`config.mk`:
```
export PLATFORM = sky130hd
export DESIGN_NAME = key_strobe
export DESIGN_NICKNAME = d
export VERILOG_FILES = /design/src/rtl/key_strobe.sv
export SDC_FILE = /design/constraint.sdc
export NUM_CORES = 1
export LEC_CHECK = 0
export CAP_MARGIN = 30
export CORE_MARGIN = 10
export CORE_UTILIZATION = 60
export DETAILED_ROUTE_END_ITERATION = 6
export PLACE_DENSITY_LB_ADDON = 0.1
export SETUP_SLACK_MARGIN = 0.05
export SLEW_MARGIN = 20
export SYNTH_ARGS = -nofsm -noshare
export SYNTH_HDL_FRONTEND = slang
export SYNTH_SLANG_ARGS = --single-unit
```
`constraint.sdc`:
```
create_clock -name clk -period 3.3 [get_ports clk]
set_clock_uncertainty 0.1 [all_clocks]
set_input_delay 0.825 -clock clk [delete_from_list [all_inputs] [get_ports clk]]
set_output_delay 0.825 -clock clk [all_outputs]
set_load 0.01 [all_outputs]
```
`src/rtl/key_strobe.sv`:
```
// Push-button conditioner: synchronizes and debounces a raw key level and
// emits single-cycle strobes on press, with optional auto-repeat while held.
module key_strobe #(
  parameter int debounce_cycles = 50000,
  parameter int repeat_delay    = 25000000,
  parameter int repeat_period   = 5000000,
  parameter bit active_low      = 1'b1
) (
  input  logic clk,
  input  logic rst,
  input  logic key_raw,
  input  logic repeat_en,
  output logic strobe,
  output logic pressed
);

  localparam int CNT_W  = (debounce_cycles > 1) ? $clog2(debounce_cycles) : 1;
  localparam int T_MAX  = (repeat_delay > repeat_period) ? repeat_delay : repeat_period;
  localparam int TMR_W  = $clog2(T_MAX + 1);

  localparam logic [CNT_W-1:0] CNT_LAST = CNT_W'(debounce_cycles - 1);
  localparam logic [TMR_W-1:0] DLY_LAST = TMR_W'(repeat_delay - 1);
  localparam logic [TMR_W-1:0] PER_LAST = TMR_W'(repeat_period - 1);
  localparam logic [TMR_W-1:0] TMR_ONE  = TMR_W'(1);
  localparam logic [CNT_W-1:0] CNT_ONE  = CNT_W'(1);
  localparam logic             REL_LVL  = active_low;

  typedef enum logic [1:0] {
    S_IDLE   = 2'd0,
    S_HOLD   = 2'd1,
    S_REPEAT = 2'd2
  } state_t;

  logic             r_sync1;
  logic             r_sync2;
  logic [CNT_W-1:0] r_cnt;
  logic             r_pressed;
  logic             r_strobe;
  logic [TMR_W-1:0] r_timer;
  state_t           r_state;

  logic             w_level;
  logic             w_differs;
  logic             w_toggle;
  logic             w_rise;
  logic             w_fall;
  state_t           w_state_nxt;
  logic [TMR_W-1:0] w_timer_nxt;
  logic             w_strobe_nxt;

  // Stage 0: two-flop synchronizer; reset parks it at the released level
  always_ff @(posedge clk) begin
    if (rst) begin
      r_sync1 <= REL_LVL;
      r_sync2 <= REL_LVL;
    end else begin
      r_sync1 <= key_raw;
      r_sync2 <= r_sync1;
    end
  end

  assign w_level   = r_sync2 ^ REL_LVL;
  assign w_differs = (w_level != r_pressed);
  assign w_toggle  = w_differs && (r_cnt == CNT_LAST);
  assign w_rise    = w_toggle && !r_pressed;
  assign w_fall    = w_toggle &&  r_pressed;

  // Stage 1: debounce counter and accepted key state
  always_ff @(posedge clk) begin
    if (rst) begin
      r_cnt     <= '0;
      r_pressed <= 1'b0;
    end else begin
      if (!w_differs || w_toggle) begin
        r_cnt <= '0;
      end else begin
        r_cnt <= r_cnt + CNT_ONE;
      end
      if (w_toggle) begin
        r_pressed <= ~r_pressed;
      end
    end
  end

  // Release overrides everything, including a repeat compare in the same cycle
  always_comb begin
    w_state_nxt  = r_state;
    w_timer_nxt  = r_timer;
    w_strobe_nxt = 1'b0;
    if (w_fall) begin
      w_state_nxt = S_IDLE;
      w_timer_nxt = '0;
    end else begin
      case (r_state)
        S_IDLE: begin
          if (w_rise) begin
            w_strobe_nxt = 1'b1;
            w_timer_nxt  = '0;
            w_state_nxt  = S_HOLD;
          end
        end
        S_HOLD: begin
          if (!repeat_en) begin
            w_timer_nxt = '0;
          end else if (r_timer == DLY_LAST) begin
            w_strobe_nxt = 1'b1;
            w_timer_nxt  = '0;
            w_state_nxt  = S_REPEAT;
          end else begin
            w_timer_nxt = r_timer + TMR_ONE;
          end
        end
        S_REPEAT: begin
          if (!repeat_en) begin
            w_timer_nxt = '0;
            w_state_nxt = S_HOLD;
          end else if (r_timer == PER_LAST) begin
            w_strobe_nxt = 1'b1;
            w_timer_nxt  = '0;
          end else begin
            w_timer_nxt = r_timer + TMR_ONE;
          end
        end
        default: begin
          w_state_nxt = S_IDLE;
          w_timer_nxt = '0;
        end
      endcase
    end
  end

  // Stage 2: FSM state, repeat timer and registered strobe
  always_ff @(posedge clk) begin
    if (rst) begin
      r_state  <= S_IDLE;
      r_timer  <= '0;
      r_strobe <= 1'b0;
    end else begin
      r_state  <= w_state_nxt;
      r_timer  <= w_timer_nxt;
      r_strobe <= w_strobe_nxt;
    end
  end

  assign strobe  = r_strobe;
  assign pressed = r_pressed;

endmodule

```
==> results of run 1 <==
==> where the power goes <==
| group | total [W] | leakage (nW) | switching, W | internal (W) |
|---|---|---|---|---|
| sequential | 0.000592 | 0.379 | 0.0000117 | 0.000580 |
| combinational | 0.000226 | 0.408 | 0.000143 | 0.0000836 |
| clock | 0.000346 | 0.0402 | 0.000198 | 0.000148 |
| total | 0.00116 | 0.827 | 0.000353 | 0.000812 |
==> synth_stat cells (7+ instances only) <==
| cell | count |
|---|---|
| and3_1 | 11 |
| xor2_1 | 11 |
| nor2_1 | 29 |
| nand4_1 | 9 |
| o311ai_1 | 10 |
| nand2_1 | 29 |
| a22oi_1 | 8 |
| inv_1 | 7 |
| dfxtp_1 | 47 |
| nand3_1 | 30 |
| o31ai_1 | 7 |
==> flip-flops by register name, indices dropped and copies added, names as in the netlist <==
name and cells:
pressed 1, r_cnt 16, r_state 2, r_sync1 1
r_sync2 1, r_timer 25, strobe 1
==> placed cells by master (no fill, tap or decap), types with 3 or more instances in the layout <==
cell type         n
dfxtp_1          47
nand3_1          30
nand2_1          29
nor2_1           29
and3_1           11
xor2_1           11
o311ai_1         10
nand4_1           9
a22oi_1           8
inv_1             7
o31ai_1           7
or2_2             6
or3_1             6
ha_1              6
a31oi_1           5
o21ai_0           5
a211oi_1          5
clkbuf_8          5
clkdlybuf4s50_1   5
xnor2_1           4
or4_1             3
a21oi_1           3
==> layout make-up <==
cell class / count / area (um^2)
fillers: 349 / 1380
multi-input cells: 219 / 1410
inverters: 7 / 26.3
flip-flops and latches: 47 / 941
clock buffers: 5 / 68.8
well taps: 50 / 62.6
repair buffers: 7 / 65.1
clock inverters: 3 / 20.0
==> routing by layer <==
layer  part of all wire (%)  up-vias  GRT usage [%]
met4                    1.3        0           5.02
met3                    3.6        6           3.42
li1                       -     1061              -
met1                     51      950           19.6
met2                     44       28           22.0
met5                      0        -              0
==> logic make-up after synthesis <==
logic type / after synthesis
AOI/OAI and AO/OA: 55
muxes: 1
DFF: 47
buffers and inverters: 16
adders and majority gates: 6
and+or+nand+nor: 142
xor gates and xnor gates: 15
==> worst paths after layout <==
path | startpoint | endpoint
setup / recovery | r_cnt[9] | r_timer[15]
hold / removal | r_sync1 | r_sync2
setup reg to reg | r_cnt[9] | r_timer[15]
hold reg to reg | r_sync1 | r_sync2
==> stage by stage <==
stage	cell area, um^2	power [W]	utilization [%]	worst slack (ps)	hold slack, ps
detailed placement	2510	0.000832	63.1	515	300
floorplan	2450	0.000804	-	984	289
CTS	2600	0.00118	65.4	550	322
global placement	2510	0.000828	63.1	619	292
finish	2600	0.00116	65.4	553	317
global route	2600	0.00122	65.4	311	347
==> reports/results.ini, run 1 <==
[run_status]
status=completed

[routing]
drc_errors=0
firstDrtPassIters=4
vias=2045
wl_um=4950
drtIter0Drc=134
ant_nets=0
via_per_inst=6.05
wire_per_inst_um=14.6

[global_route]
grt_pass1_wl_um=8770
grt_overflow=0
grt_pass1_vias=1873
grt_max_degree=23
antenna_found_initial=0
grt.total_usage_pct=14.6

[clock_tree]
clkTransAtPathRegs_ps=90
cts_root_buf=clkbuf_8
clock_path_buffers=2
cts.repair.resized=0
cts_buffers=5
clock_sinks=47
post-cts-setup-buffers=0
hold_buffers=0
cts.htree.levels=2
insertion_delay_ps=300
cts_tree=yes

[floorplan]
die_w_um=83.9
row_count=23
die_y_um=83.9
boundaryPins=6
die_area_um2=7030
coreArea_um2=3970
start_util_pct=61.6

[power_and_ir_drop]
leakage_nw=0.827
power_density_nw_per_um2=448
ir_drop_mv=0.203

[critical_path]
arrival_ps=2830
r2r_cells=7
critPathMaxStageDelay_ps=500
path_cells=or4b_4 > nor4_4 > a31oi_2 > and2_1 > buf_4 > a22oi_1 > o21ai_0
endpoint_kind=flop
cpMaxStageDelayCell=or4b_4
cp.depth=7
critical_path.max_fanout=10
critical_path_required_ps=3380
crit_type=flop to flop
path_delay_family=simple AND/OR/NAND/NOR gates
r2r_slack_ps=550
critPathBufInv=1
startpoint_type=flop

[cells_and_area]
post_route_cells_drive_above_1_share_pct=9.38
area_growth_pct=6.08
n_antenna_cell=0
finalNetCount=297
finalNonFillerCells=338

[synth]
synth_area_leader_cell=dfxtp_1
yosys_register_bits=47
ys_seq_area_share_pct=38.4
syn_nets=292
yosysUniqueCellTypes=49
async_flop_share_pct=0
ys_warn_count=0
avgSynthCellArea_um2=8.68
synth_edf_count=0
synth_top_area_share_pct=38.4
synth_compound_area_share_pct=17.2
synth_cells=282
synth_adder_area_share_pct=3.07
synthTopCellsByArea=dfxtp_1, nand3_1, nand2_1, nor2_1, xor2_1
syn_area_um2=2450
synth_xor_area_share_pct=5.37
ys.flop_type=dfxtp_1
synthSimpleGateAreaFrac_pct=31.6
synth_top_family_by_area=simple AND/OR/NAND/NOR gates
synthMuxAreaShare_pct=0.460

[sta]
final.min_clock_period_ps=2750
setup_tns_ps=0
fin_crit_sh_pct=83.3
setup_viol=0
fmax_mhz=364
worst_pin_slew_ps=630
slew_headroom_pct=57.4
rsz0062_at_grt=false
final_hold_viol_count=0
maxSlewViolCount=0

[placed_design]
routabilityCongestion=0.907
dpl.hpwl_um=3510
port_buffers=5
dp.cells=330

[worst_hold_path]
worstHoldPathCells=1
min_path_type=flop to flop

[job]
drv_cap=0

Note: power is estimated with default switching activity, not from simulation.
==> run 2: changes to the inputs <==
- CORE_UTILIZATION: 60 -> 55
- clock period: 3.3 -> 2.2 ns (I/O delays scaled with it)
==> run 2 against run 1 <==
  * The flow now finishes with violations (negative setup slack)
  * Global-route usage is 1.8 points higher
  * First-iteration DRC count rose by 78%
  * Sequential cell count unchanged
  * Worst setup slack got worse by 620 ps
  * Hold slack better by 78 ps
  * Maximum frequency rose by 21%
  * Critical path depth increased by 3
  * Routed wire length grew 44%
  * Critical path type unchanged
  * Critical endpoint is now r_timer[0]
  * Largest power group unchanged
==> reports/results.ini, run 2 (synthesis gave the netlist of run 1 again) <==
[critical_path]
path_cells=or4bb_4 > nor4_4 > buf_4 > a21o_1 > buf_6 > buf_4 > buf_6 > a211oi_2 > a21oi_1 > nor2_1
startpoint=r_timer[15]
critical_path.max_fanout=3  ; -7
startpoint_type=flop
endpoint_kind=flop
critPathBufInv=4  ; +3
arrival_ps=2370  ; -460 ps
critPathMaxStageDelay_ps=550  ; +50 ps
path_delay_family=simple AND/OR/NAND/NOR gates
r2r_start=r_timer[15]
cpMaxStageDelayCell=or4bb_4
critical_path_required_ps=2300  ; -1080 ps
crit_type=flop to flop

[cells_and_area]
final_cell_mix=buf_4, dfxtp_1, nand2_1, nor2_1, nand3_1
n_fill_cell=310  ; -11%
post_route_cells_drive_above_1_share_pct=34.6  ; +25 points
n_antenna_cell=0  ; unchanged
largest_registers=r_timer (25), r_cnt (16), r_state (2)
stdcell_area_um2=3310  ; +28%
max_flop_register=r_timer
finalNetCount=350  ; +18%
register_area_um2=950  ; +0.93%
final_common_cell=buf_4
largest_reg_flops=25  ; unchanged
area_growth_pct=35.4
multi_input_comb_area_um2=1670  ; +18%

[floorplan]
coreArea_um2=4320  ; +8.9%
start_util_pct=56.6  ; -5.0 points
boundaryPins=6  ; unchanged
die_y_um=86.7  ; +3.4%
die_w_um=86.7  ; +3.4%
row_count=24  ; +4.3%
die_area_um2=7520  ; +6.9%

[clock_tree]
clock_sinks=47  ; unchanged
cts.htree.levels=2  ; unchanged
cts_root_buf=clkbuf_8
clkTransAtPathRegs_ps=90  ; about the same
clock_path_buffers=2  ; unchanged
cts_tree=yes
insertion_delay_ps=300  ; about the same
cts_buffers=5  ; unchanged
hold_buffers=0  ; unchanged

[power_and_ir_drop]
leakage_nw=1.17  ; +41%
power_density_nw_per_um2=659  ; +47%
ir_drop_mv=0.375  ; +85%

[placed_design]
routabilityCongestion=0.909  ; +0.15%
dpl.hpwl_um=4150  ; +18%
place_area_um2=2880  ; +15%
port_buffers=5  ; unchanged

[routing]
firstDrtPassIters=4  ; unchanged
wl_um=7110  ; +44%
ant_nets=0  ; unchanged
vias=2442  ; +19%
via_per_inst=6.21  ; +2.7%
drc_errors=0  ; unchanged
drtIter0Drc=238  ; +78%
wire_per_inst_um=18.1  ; +24%

[sta]
worst_pin_slew_ps=529  ; -100 ps
maxSlewViolCount=0  ; unchanged
slew_headroom_pct=64.6  ; +7.2 points
final.min_clock_period_ps=2270  ; -479 ps
rsz0062_at_grt=true
fin_crit_sh_pct=103  ; +20 points
setup_slack_ps=-68.5  ; -621 ps
setup_tns_ps=-760  ; -760 ps
fmax_mhz=441  ; +21%
setup_viol=22  ; +22
final_hold_viol_count=0  ; unchanged

[run_status]
status=finished with violations
violations=negative setup slack

[worst_hold_path]
min_path_type=flop to flop
hp-start=r_sync1

[global_route]
grt_max_degree=23  ; unchanged
grt.total_usage_pct=16.4  ; +1.8 points
grt_overflow=0  ; unchanged
grt_pass1_wl_um=10300  ; +17%
antenna_found_initial=0  ; unchanged
grt_pass1_vias=2133  ; +14%

[job]
drv_cap=0  ; unchanged

run 2: timing repair:
item | in CTS | in global routing
gates cloned | 0 | 3
buffers inserted | 4 | 3
pin swaps | 15 | 9
endpoints found under the setup margin | 27 | 43
gates resized for setup | 32 | 25
run 2: where the power goes:
| group | internal (W) | total (W) | leakage, nW | switching [W] |
|---|---|---|---|---|
| sequential | 0.000871 | 0.000889 | 0.383 | 0.0000187 |
| clock | 0.000374 | 0.000678 | 0.0618 | 0.000304 |
| combinational | 0.000285 | 0.000616 | 0.724 | 0.000331 |
run 2: per-stage QoR:
stage | hold slack [ps] | utilization (%) | std cells | setup WS, ps | power, W
2_1_floorplan | 289 | - | 282 | -108 | 0.00122
3_3_place_gp | 317 | 66.5 | 376 | -134 | 0.00137
3_5_place_dp | 332 | 66.5 | 376 | -189 | 0.00137
4_1_cts | 356 | 73.2 | 387 | -30.8 | 0.00206
5_1_grt | 414 | 76.6 | 393 | -183 | 0.00227
6_report | 396 | 76.6 | 393 | -68.5 | 0.00218
run 2: layout make-up:
class                   count  share of cell area, %
clock buffers               6                   2.49
clock inverters             2                   1.17
inverters                   7                  0.793
multi-input cells         222                   50.4
flip-flops and latches     47                   28.7
well taps                  52                   1.96
repair buffers             57                   14.6
run 2: final timing paths:
check | endpoint | slack [ps] | cells past startpoint
setup / recovery | r_timer[0] | -70 | 10
hold / removal | r_sync2 | 400 | 1
setup reg to reg | r_timer[0] | -70 | 10
hold reg to reg | r_sync2 | 400 | 1
run 2: per-layer routing:
layer	GRT usage, %	routed length [um]	vias up	part of all wire, %
met5	0	0	-	0
met4	3.98	186	0	2.6
met3	3.28	354	25	5.0
met2	25.1	3380	84	47
met1	22.8	3190	1161	45
li1	-	-	1172	-
==> run 3: changes to the inputs <==
- CORE_MARGIN: 10 -> default
- CTS_CLUSTER_DIAMETER: default -> 120
- SLEW_MARGIN: 20 -> default
==> run 3 against run 2 <==
  * The run still ends with negative setup slack left
  * Sequential cell count unchanged
  * Core utilization up 3.9 points
  * Cell count increased by 1.0%
  * First-iteration DRC count fell by 18%
  * Non-clock buffer count increased by 8
  * Total power fell by 5.9%
  * Hold slack lost 62 ps
  * Highest routed layer unchanged
==> reports/results.ini, run 3 (synthesis gave the netlist of run 1 again) <==
[cells_and_area]
stdcell_area_um2=3340  ; +0.75%
finalNetCount=356  ; +1.7%
n_fill_cell=248  ; -20%
n_antenna_cell=0  ; unchanged
final_common_cell=buf_4
finalNonFillerCells=397  ; +1.0%
area_growth_pct=36.5
final_cell_mix=buf_4, dfxtp_1, nor2_1, nand2_1, nand3_1
max_flop_register=r_timer
largest_registers=r_timer (25), r_cnt (16), r_state (2)
largest_reg_flops=25  ; unchanged
post_route_cells_drive_above_1_share_pct=35.4  ; +0.84 points
fin_util_pct=80.6  ; +3.9 points

[global_route]
antenna_found_initial=0  ; unchanged
met3_usage_pct=5.92  ; +2.6 points
grt_overflow=0  ; unchanged
grt.total_usage_pct=29.4  ; +13 points
grtUsageMet1_pct=35.5  ; +13 points
grt_pass1_wl_um=10100  ; -1.2%
met2_usage_pct=49.6  ; +25 points
grt_max_degree=23  ; unchanged
grt_pass1_vias=2232  ; +4.6%
busiest_layer=met2

[placed_design]
place_area_um2=2930  ; +1.8%
dp.cells=378  ; +0.53%
routabilityCongestion=0.873  ; -3.9%
dpl.hpwl_um=4220  ; +1.6%
port_buffers=5  ; unchanged

[power_and_ir_drop]
ir_drop_mv=0.511  ; +36%
power_density_nw_per_um2=615  ; -6.6%
leakage_nw=1.19  ; +1.6%

[clock_tree]
clock_path_buffers=2  ; unchanged
insertion_delay_ps=310  ; about the same
cts_buffers=5  ; unchanged
cts.htree.levels=2  ; unchanged
cts_root_buf=clkbuf_8
clkTransAtPathRegs_ps=100  ; about the same
cts_tree=yes
clock_sinks=47  ; unchanged

[critical_path]
cpMaxStageDelayCell=or4b_4
critical_path_required_ps=2300  ; about the same
critPathBufInv=2  ; -2
path_delay_family=simple AND/OR/NAND/NOR gates
critPathMaxStageDelay_ps=550  ; about the same
startpoint_type=flop
r2r_slack_ps=-110  ; -40 ps
path_cells=or4b_4 > nor4_4 > buf_4 > a31oi_4 > buf_6 > and3_4 > a31oi_4 > o31ai_2
arrival_ps=2400  ; +30 ps
crit_type=flop to flop
endpoint_kind=flop
critPathMostFrequentCell=a31oi_4
critical_path.max_fanout=8  ; +5

[routing]
via_per_inst=6.29  ; +1.3%
firstDrtPassIters=5  ; +1
wire_per_inst_um=17.7  ; -2.2%
drc_errors=0  ; unchanged
vias=2498  ; +2.3%
wl_um=7030  ; -1.2%
ant_nets=0  ; unchanged
drtIter0Drc=194  ; -18%

[floorplan]
coreArea_um2=4140  ; -4.2%
die_w_um=68.7  ; -21%
row_count=23  ; -4.2%
die_area_um2=4720  ; -37%
boundaryPins=6  ; unchanged
die_y_um=68.7  ; -21%
start_util_pct=59.1  ; +2.5 points

[sta]
final_hold_viol_count=0  ; unchanged
fin_crit_sh_pct=105  ; +1.7 points
rsz0062_at_grt=true
fmax_mhz=434  ; -1.7%
setup_viol=22  ; unchanged
worst_pin_slew_ps=370  ; -160 ps
maxSlewViolCount=0  ; unchanged
final.min_clock_period_ps=2310  ; +38.3 ps
slew_headroom_pct=75.3  ; +11 points
setup_slack_ps=-107  ; -38.3 ps

[job]
drv_cap=0  ; unchanged

[run_status]
violations=negative setup slack
status=finished with violations

[worst_hold_path]
min_path_type=flop to flop

## run 3: report_power, final
part / switching (W) / leakage, nW / internal (W)
Sequential: 0.0000199 / 0.382 / 0.000871
Clock: 0.000326 / 0.0491 / 0.000234
Combinational: 0.000318 / 0.756 / 0.000286
## run 3: repair_timing
action | CTS | global route
endpoints found under the hold margin | 0 | 0
resized for setup | 26 | 22
setup endpoints to repair | 27 | 45
hold buffers | 0 | 0
cloned | 1 | 3
pin swaps | 24 | 10
setup buffers | 5 | 5
## run 3: cell type report
class | instances | area (um^2) | share of cell area [%]
Clock inverter | 3 | 26.3 | 0.787
Clock buffer | 5 | 68.8 | 2.06
Timing Repair Buffer | 65 | 576 | 17.2
Inverter | 7 | 26.3 | 0.787
Tap cell | 50 | 62.6 | 1.87
Multi-Input combinational cell | 220 | 1630 | 48.9
Sequential cell | 47 | 947 | 28.4
## run 3: worst paths after layout
check           start          end  depth (start not counted)
max          r_cnt[7]  r_timer[14]                          8
min           r_sync1      r_sync2                          1
max reg2reg  r_cnt[7]  r_timer[14]                          8
min reg2reg   r_sync1      r_sync2                          1
## run 3: routing by layer
layer  routed length (um)  part of all wire, %
met3                  360                  5.1
met2                 3390                   48
met4                  196                  2.8
met1                 3080                   44
met5                    0                    0
## run 3: metrics by stage
stage / hold slack, ps / TNS, ps / setup slack, ps / power [W]
2_1_floorplan: 289 / -1940 / -108 / 0.00122
3_3_place_gp: 314 / -711 / -54.6 / 0.00135
3_5_place_dp: 305 / -1750 / -105 / 0.00136
4_1_cts: 328 / -902 / -62.9 / 0.00193
5_1_grt: 349 / -3320 / -183 / 0.00213
6_report: 334 / -776 / -107 / 0.00205
==> patch 1 (config.mk and constraints of run 2) <==
Reset style: asynchronous (`rst`), changed in 3 clocked blocks. Comments in the files are not updated.
--- a/src/rtl/key_strobe.sv
+++ b/src/rtl/key_strobe.sv
@@ -49,7 +49,7 @@
   logic             w_strobe_nxt;
 
   // Stage 0: two-flop synchronizer; reset parks it at the released level
-  always_ff @(posedge clk) begin
+  always_ff @(posedge clk or posedge rst) begin
     if (rst) begin
       r_sync1 <= REL_LVL;
       r_sync2 <= REL_LVL;
@@ -66,7 +66,7 @@
   assign w_fall    = w_toggle &&  r_pressed;
 
   // Stage 1: debounce counter and accepted key state
-  always_ff @(posedge clk) begin
+  always_ff @(posedge clk or posedge rst) begin
     if (rst) begin
       r_cnt     <= '0;
       r_pressed <= 1'b0;
@@ -130,7 +130,7 @@
   end
 
   // Stage 2: FSM state, repeat timer and registered strobe
-  always_ff @(posedge clk) begin
+  always_ff @(posedge clk or posedge rst) begin
     if (rst) begin
       r_state  <= S_IDLE;
       r_timer  <= '0;
Behaviour: no difference found for any inputs over 10 cycles, from zero or initial values and one cycle with rst high; that may be too few to reach the edited logic, so the function may still have changed.
==> patch 1 against run 2 <==
- worst setup slack improved by 0.10 ns
- via count shrank 14%
- die area is 4.9% higher
- core utilization decreased by 5.3 points
- fmax increased by 4.6%
- cell area shrank 3.7%
- highest routed layer unchanged
- synthesized area increased by 6.4%
- worst hold slack got worse by 0.14 ns
- sequential cell count is the same
- global-route usage down 0.41 points
- wire length shrank 21%
Power is not compared: it rests on default switching activity, and its combinational part moved more than twofold at a synthesized area within 25%.
==> patch 1: results (changes against run 2) <==
[timing]
finalCriticalPeriod_ns = 2.169  ; was 2.268 ns
timing.final.hold_violations = 0  ; unchanged
worst_pin_slew_ns = 0.4330  ; was 0.5292 ns

[logic_synthesis]
synth_common_cells = nor2_1 (47), dfrtp_1 (45), nand2_1 (20)  ; was dfxtp_1 (47), nand3_1 (30), nand2_1 (29), nor2_1 (29)
async_flop_share_pct = 100.0  ; was 0%
synth-main-ff-cell = dfrtp_1  ; was dfxtp_1
synth_warnings = 0  ; unchanged
seq_area_frac_synth_pct = 45.27  ; was 38.45%
synth_area_leaders = dfrtp_1 (43%), nor2_1 (6.8%), xor2_1 (4.7%), xnor2_1 (4.4%), a22o_1 (3.4%)  ; was dfxtp_1 (38%), nand3_1 (6.1%), nand2_1 (4.4%), nor2_1 (4.4%), xor2_1 (3.9%)
ys_types = 47  ; was 49
syn_area_per_cell_um2 = 9.573  ; was 8.679 um2
syn_nets = 282  ; was 292

[clock_tree]
root_buffer = clkbuf_8  ; unchanged
cts_buffers = 5  ; unchanged
cts_htree_levels = 2  ; unchanged
cts_max_path_buffers = 2  ; unchanged
clkTransAtPathRegs_ns = 0.08

[final_layout]
fin_cells = 372  ; was 393
final_nets = 329  ; was 350
drive_gt1_share_pct = 24.38  ; was 34.60%
fill_cells = 350  ; was 310
reg_top3 = r_timer: 25 flops, r_cnt: 16 flops, r_state: 2 flops  ; unchanged

[critical_path]
path_max_fanout = 5  ; was 3
r2r_cells = 7  ; was 10
r2r_slack_ns = 0.03  ; was -0.07 ns
r2r-start = r_timer[15]  ; unchanged
worstReg2RegEnd = r_timer[0]  ; unchanged
crit_path_top_delay_cell = dfrtp_1  ; was or4bb_4
crit_path_max_incr_delay_ns = 0.39  ; was 0.55 ns

[pwr]
sw_frac_of_total_pct = 21.43

[global_routing]
grt.total_usage_pct = 15.97  ; was 16.38%
grt_pass1_wl_mm = 9.984  ; was 10.27 mm
grt_max_degree = 30  ; was 23
grt_pass1_vias = 2093  ; was 2,133
antenna_found_initial = 0  ; unchanged

[place]
dp_hpwl_mm = 3.970  ; was 4.153 mm
placed_cell_area_um2 = 2982  ; was 2877 um2
dp_cells = 358  ; was 376
place_congestion = 0.8818  ; was 0.9085
dp_slack_ns = -0.02090  ; was -0.1892 ns
numPortBuffers = 5  ; unchanged

[route]
vias_per_cell = 5.632  ; was 6.214
drtPass1Iterations = 4  ; unchanged
wl_mm = 5.595  ; was 7.112 mm
detail_route.iter0.violations = 201  ; was 238

[outcome]
outcome = finished clean  ; was finished with violations

[worst_hold_path]
hold_path_class = reg2reg  ; unchanged

==> patch 1: timing repair <==
| action | 4_1_cts | 5_1_grt |
|---|---|---|
| pin swaps | 11 | 10 |
| buffers inserted | 4 | 1 |
| resized for setup | 12 | 11 |
| gates cloned | 1 | 0 |
| endpoints found under the setup margin | 10 | 27 |
==> patch 1: metal layers <==
layer | track usage (%) | part of all wire [%] | up-vias
li1 | - | - | 1053
met1 | 21.66 | 48 | 1004
met2 | 25.00 | 47 | 34
met3 | 3.401 | 3.3 | 4
met4 | 4.552 | 1.1 | 0
met5 | 0 | 0 | -
==> patch 1: area by class of cell <==
| type | count | area (um2) | area share [%] |
|---|---|---|---|
| clock buffer | 7 | 86.33 | 2.705 |
| clock inverter | 1 | 5.005 | 0.1568 |
| inverter | 8 | 30.03 | 0.9408 |
| multi-input combinational | 211 | 1424 | 44.61 |
| sequential | 47 | 1179 | 36.93 |
| tap | 52 | 65.06 | 2.038 |
| timing repair buffer | 46 | 402.9 | 12.62 |
==> patch 1: cell families after synthesis <==
| kind of cell | after synthesis | synth area share (%) |
|---|---|---|
| AND/OR/NAND/NOR | 141 | 29.94 |
| flip-flops | 47 | 45.27 |
| AO/OA/AOI/OAI | 33 | 8.745 |
| XOR/XNOR | 27 | 9.082 |
| buffers and inverters | 15 | 2.883 |
| adder cells (fa/ha/maj) | 6 | 2.883 |
| multiplexers | 3 | 1.201 |
==> patch 1: worst reg2reg max path, stage by stage, from the launching register on <==
cell and delay, ns:
dfrtp_1 0.39, nor4b_2 0.32, nand4_1 0.25, o31ai_1 0.28, a211o_1 0.28, buf_6 0.15
nor2_4 0.05, mux2_2 0.25
==> patch 1: worst min-delay path by stage <==
stage            start  depth (start not counted)       to  slack [ns]
3_3_place_gp   r_sync1                          0  r_sync2        0.25
4_1_cts        r_sync1                          0  r_sync2        0.26
6_report       r_sync1                          0  r_sync2        0.26
3_5_place_dp   r_sync1                          0  r_sync2        0.25
2_1_floorplan  r_sync1                          0  r_sync2        0.25
5_1_grt        r_sync1                          0  r_sync2        0.27
==> patch 1: power by group through the flow <==
stage / logic, uW / registers (uW) / clock network [uW]
finish: 46.2 / 877 / 531
global route: 53.4 / 878 / 586
CTS: 47.9 / 877 / 551
detailed placement: 47.9 / 894 / 0
global placement: 46.7 / 893 / 0
floorplan: 25.2 / 893 / 0
==> patch 1: metrics by stage <==
stage	setup TNS, ns	hold WS (ns)	power [uW]	utilization, %
after floorplan	0	0.2452	918.0	-
after global placement	0	0.2460	939.8	66.64
after detailed placement	-0.07773	0.2476	941.6	66.64
after CTS	0	0.2603	1476	70.11
after global routing	-0.03868	0.2662	1517	71.34
final	0	0.2580	1453	71.34
==> patch 2 (config.mk and constraints of run 2) <==
Made on the original files. Change the parameter `debounce_cycles` from 50000 to 200000.
--- a/src/rtl/key_strobe.sv
+++ b/src/rtl/key_strobe.sv
@@ -1,7 +1,7 @@
 // Push-button conditioner: synchronizes and debounces a raw key level and
 // emits single-cycle strobes on press, with optional auto-repeat while held.
 module key_strobe #(
-  parameter int debounce_cycles = 50000,
+  parameter int debounce_cycles = 200000,
   parameter int repeat_delay    = 25000000,
   parameter int repeat_period   = 5000000,
   parameter bit active_low      = 1'b1
Formal check against the unedited RTL: no difference found for any inputs over 10 cycles, from zero or initial values and one cycle with rst high; that may be too few to reach the edited logic, so the function may still have changed.
==> patch 2 against run 2 <==
- the flow still finishes with violations (setup timing)
- critical path depth decreased by 3
- wire length fell by 8.9%
- synthesized area is 2.6% higher
- sequential cell count is 2 higher
- worst setup slack worse by 0.52 ns
- via count is 5.5% higher
- cell area rose by 0.34%
- die area is 2.0% higher
- highest routed layer unchanged
Power is not compared: it rests on default switching activity, and its combinational part moved more than twofold at a synthesized area within 25%.
==> patch 2: results (changes against run 2) <==
[final_layout]
drive_gt1_share_pct = 24.30  ; was 34.60%
final_nets = 404  ; was 350

[global_routing]
grt_pass1_wl_mm = 11.05  ; was 10.27 mm
use_met1_pct = 20.64  ; was 22.81%
grt.total_usage_pct = 17.36  ; was 16.38%
grt_pass1_vias = 2491  ; was 2,133
grt_max_degree = 19  ; was 23

[timing]
tns_ns = -11.72  ; was -0.7595 ns
setup_viol_count_final = 28  ; was 22
setup_ws_ns = -0.5931  ; was -0.06848 ns
worst_pin_slew_ns = 0.4922  ; was 0.5292 ns
holdWs_ns = 0.3190  ; was 0.3956 ns

[critical_path]
crit_arrival_ns = 2.94  ; was 2.37 ns
crit_path_top_delay_cell = or4b_1  ; was or4bb_4
r2r_cells = 7  ; was 10
startpoint = r_cnt[14]  ; was r_timer[15]

[logic_synthesis]
synth_common_cells = dfxtp_1 (49), nand2_1 (39), nor2_1 (35)  ; was dfxtp_1 (47), nand3_1 (30), nand2_1 (29), nor2_1 (29)
seq_area_frac_synth_pct = 39.06  ; was 38.45%
yosys.area.top_type_share_pct = 39.06  ; was 38.45%
ys_types = 43  ; was 49

[place]
dp_slack_ns = -0.5385  ; was -0.1892 ns
dp_cells = 432  ; was 376
place_congestion = 0.8416  ; was 0.9085

[clock_tree]
post-cts-setup-buffers = 2  ; was 4
post_cts_resized = 9  ; was 32

[route]
met2_length_mm = 3.243  ; was 3.378 mm
vias = 2576  ; was 2,442
wl_met1_mm = 2.838  ; was 3.193 mm

[outcome]
violations = setup timing  ; unchanged
outcome = finished with violations  ; unchanged

[patch 2: changes by cell type after synthesis, moves of 4 or more]
cell / before / now
nor2_1: 29 / 35
o31ai_1: 7 / 1
a31oi_1: 5 / 1
a21oi_1: 3 / 15
buf_6: 4 / 0
a22oi_1: 8 / 0
nand2_1: 29 / 39
clkbuf_1: 2 / 9
o311ai_1: 10 / 1
o21ai_1: 1 / 8
or2_2: 6 / 2
inv_1: 7 / 16
or3_1: 6 / 19
[patch 2: cell families after synthesis]
family / share of synthesized area (%)
buffers and inverters: 3.936
muxes: 0.7972
and+or+nand+nor: 37.22
xor gates and xnor gates: 5.232
AOI/OAI and AO/OA: 10.76
DFF: 39.06
adders and majority gates: 2.989
[patch 2: area by class of cell]
class                           count  share of cell area [%]
Inverter                           16                   1.806
Tap cell                           52                   1.956
Clock buffer                        6                   2.182
Sequential cell                    49                   29.65
Clock inverter                      2                  0.3010
Multi-Input combinational cell    245                   45.37
Timing Repair Buffer               77                   18.74
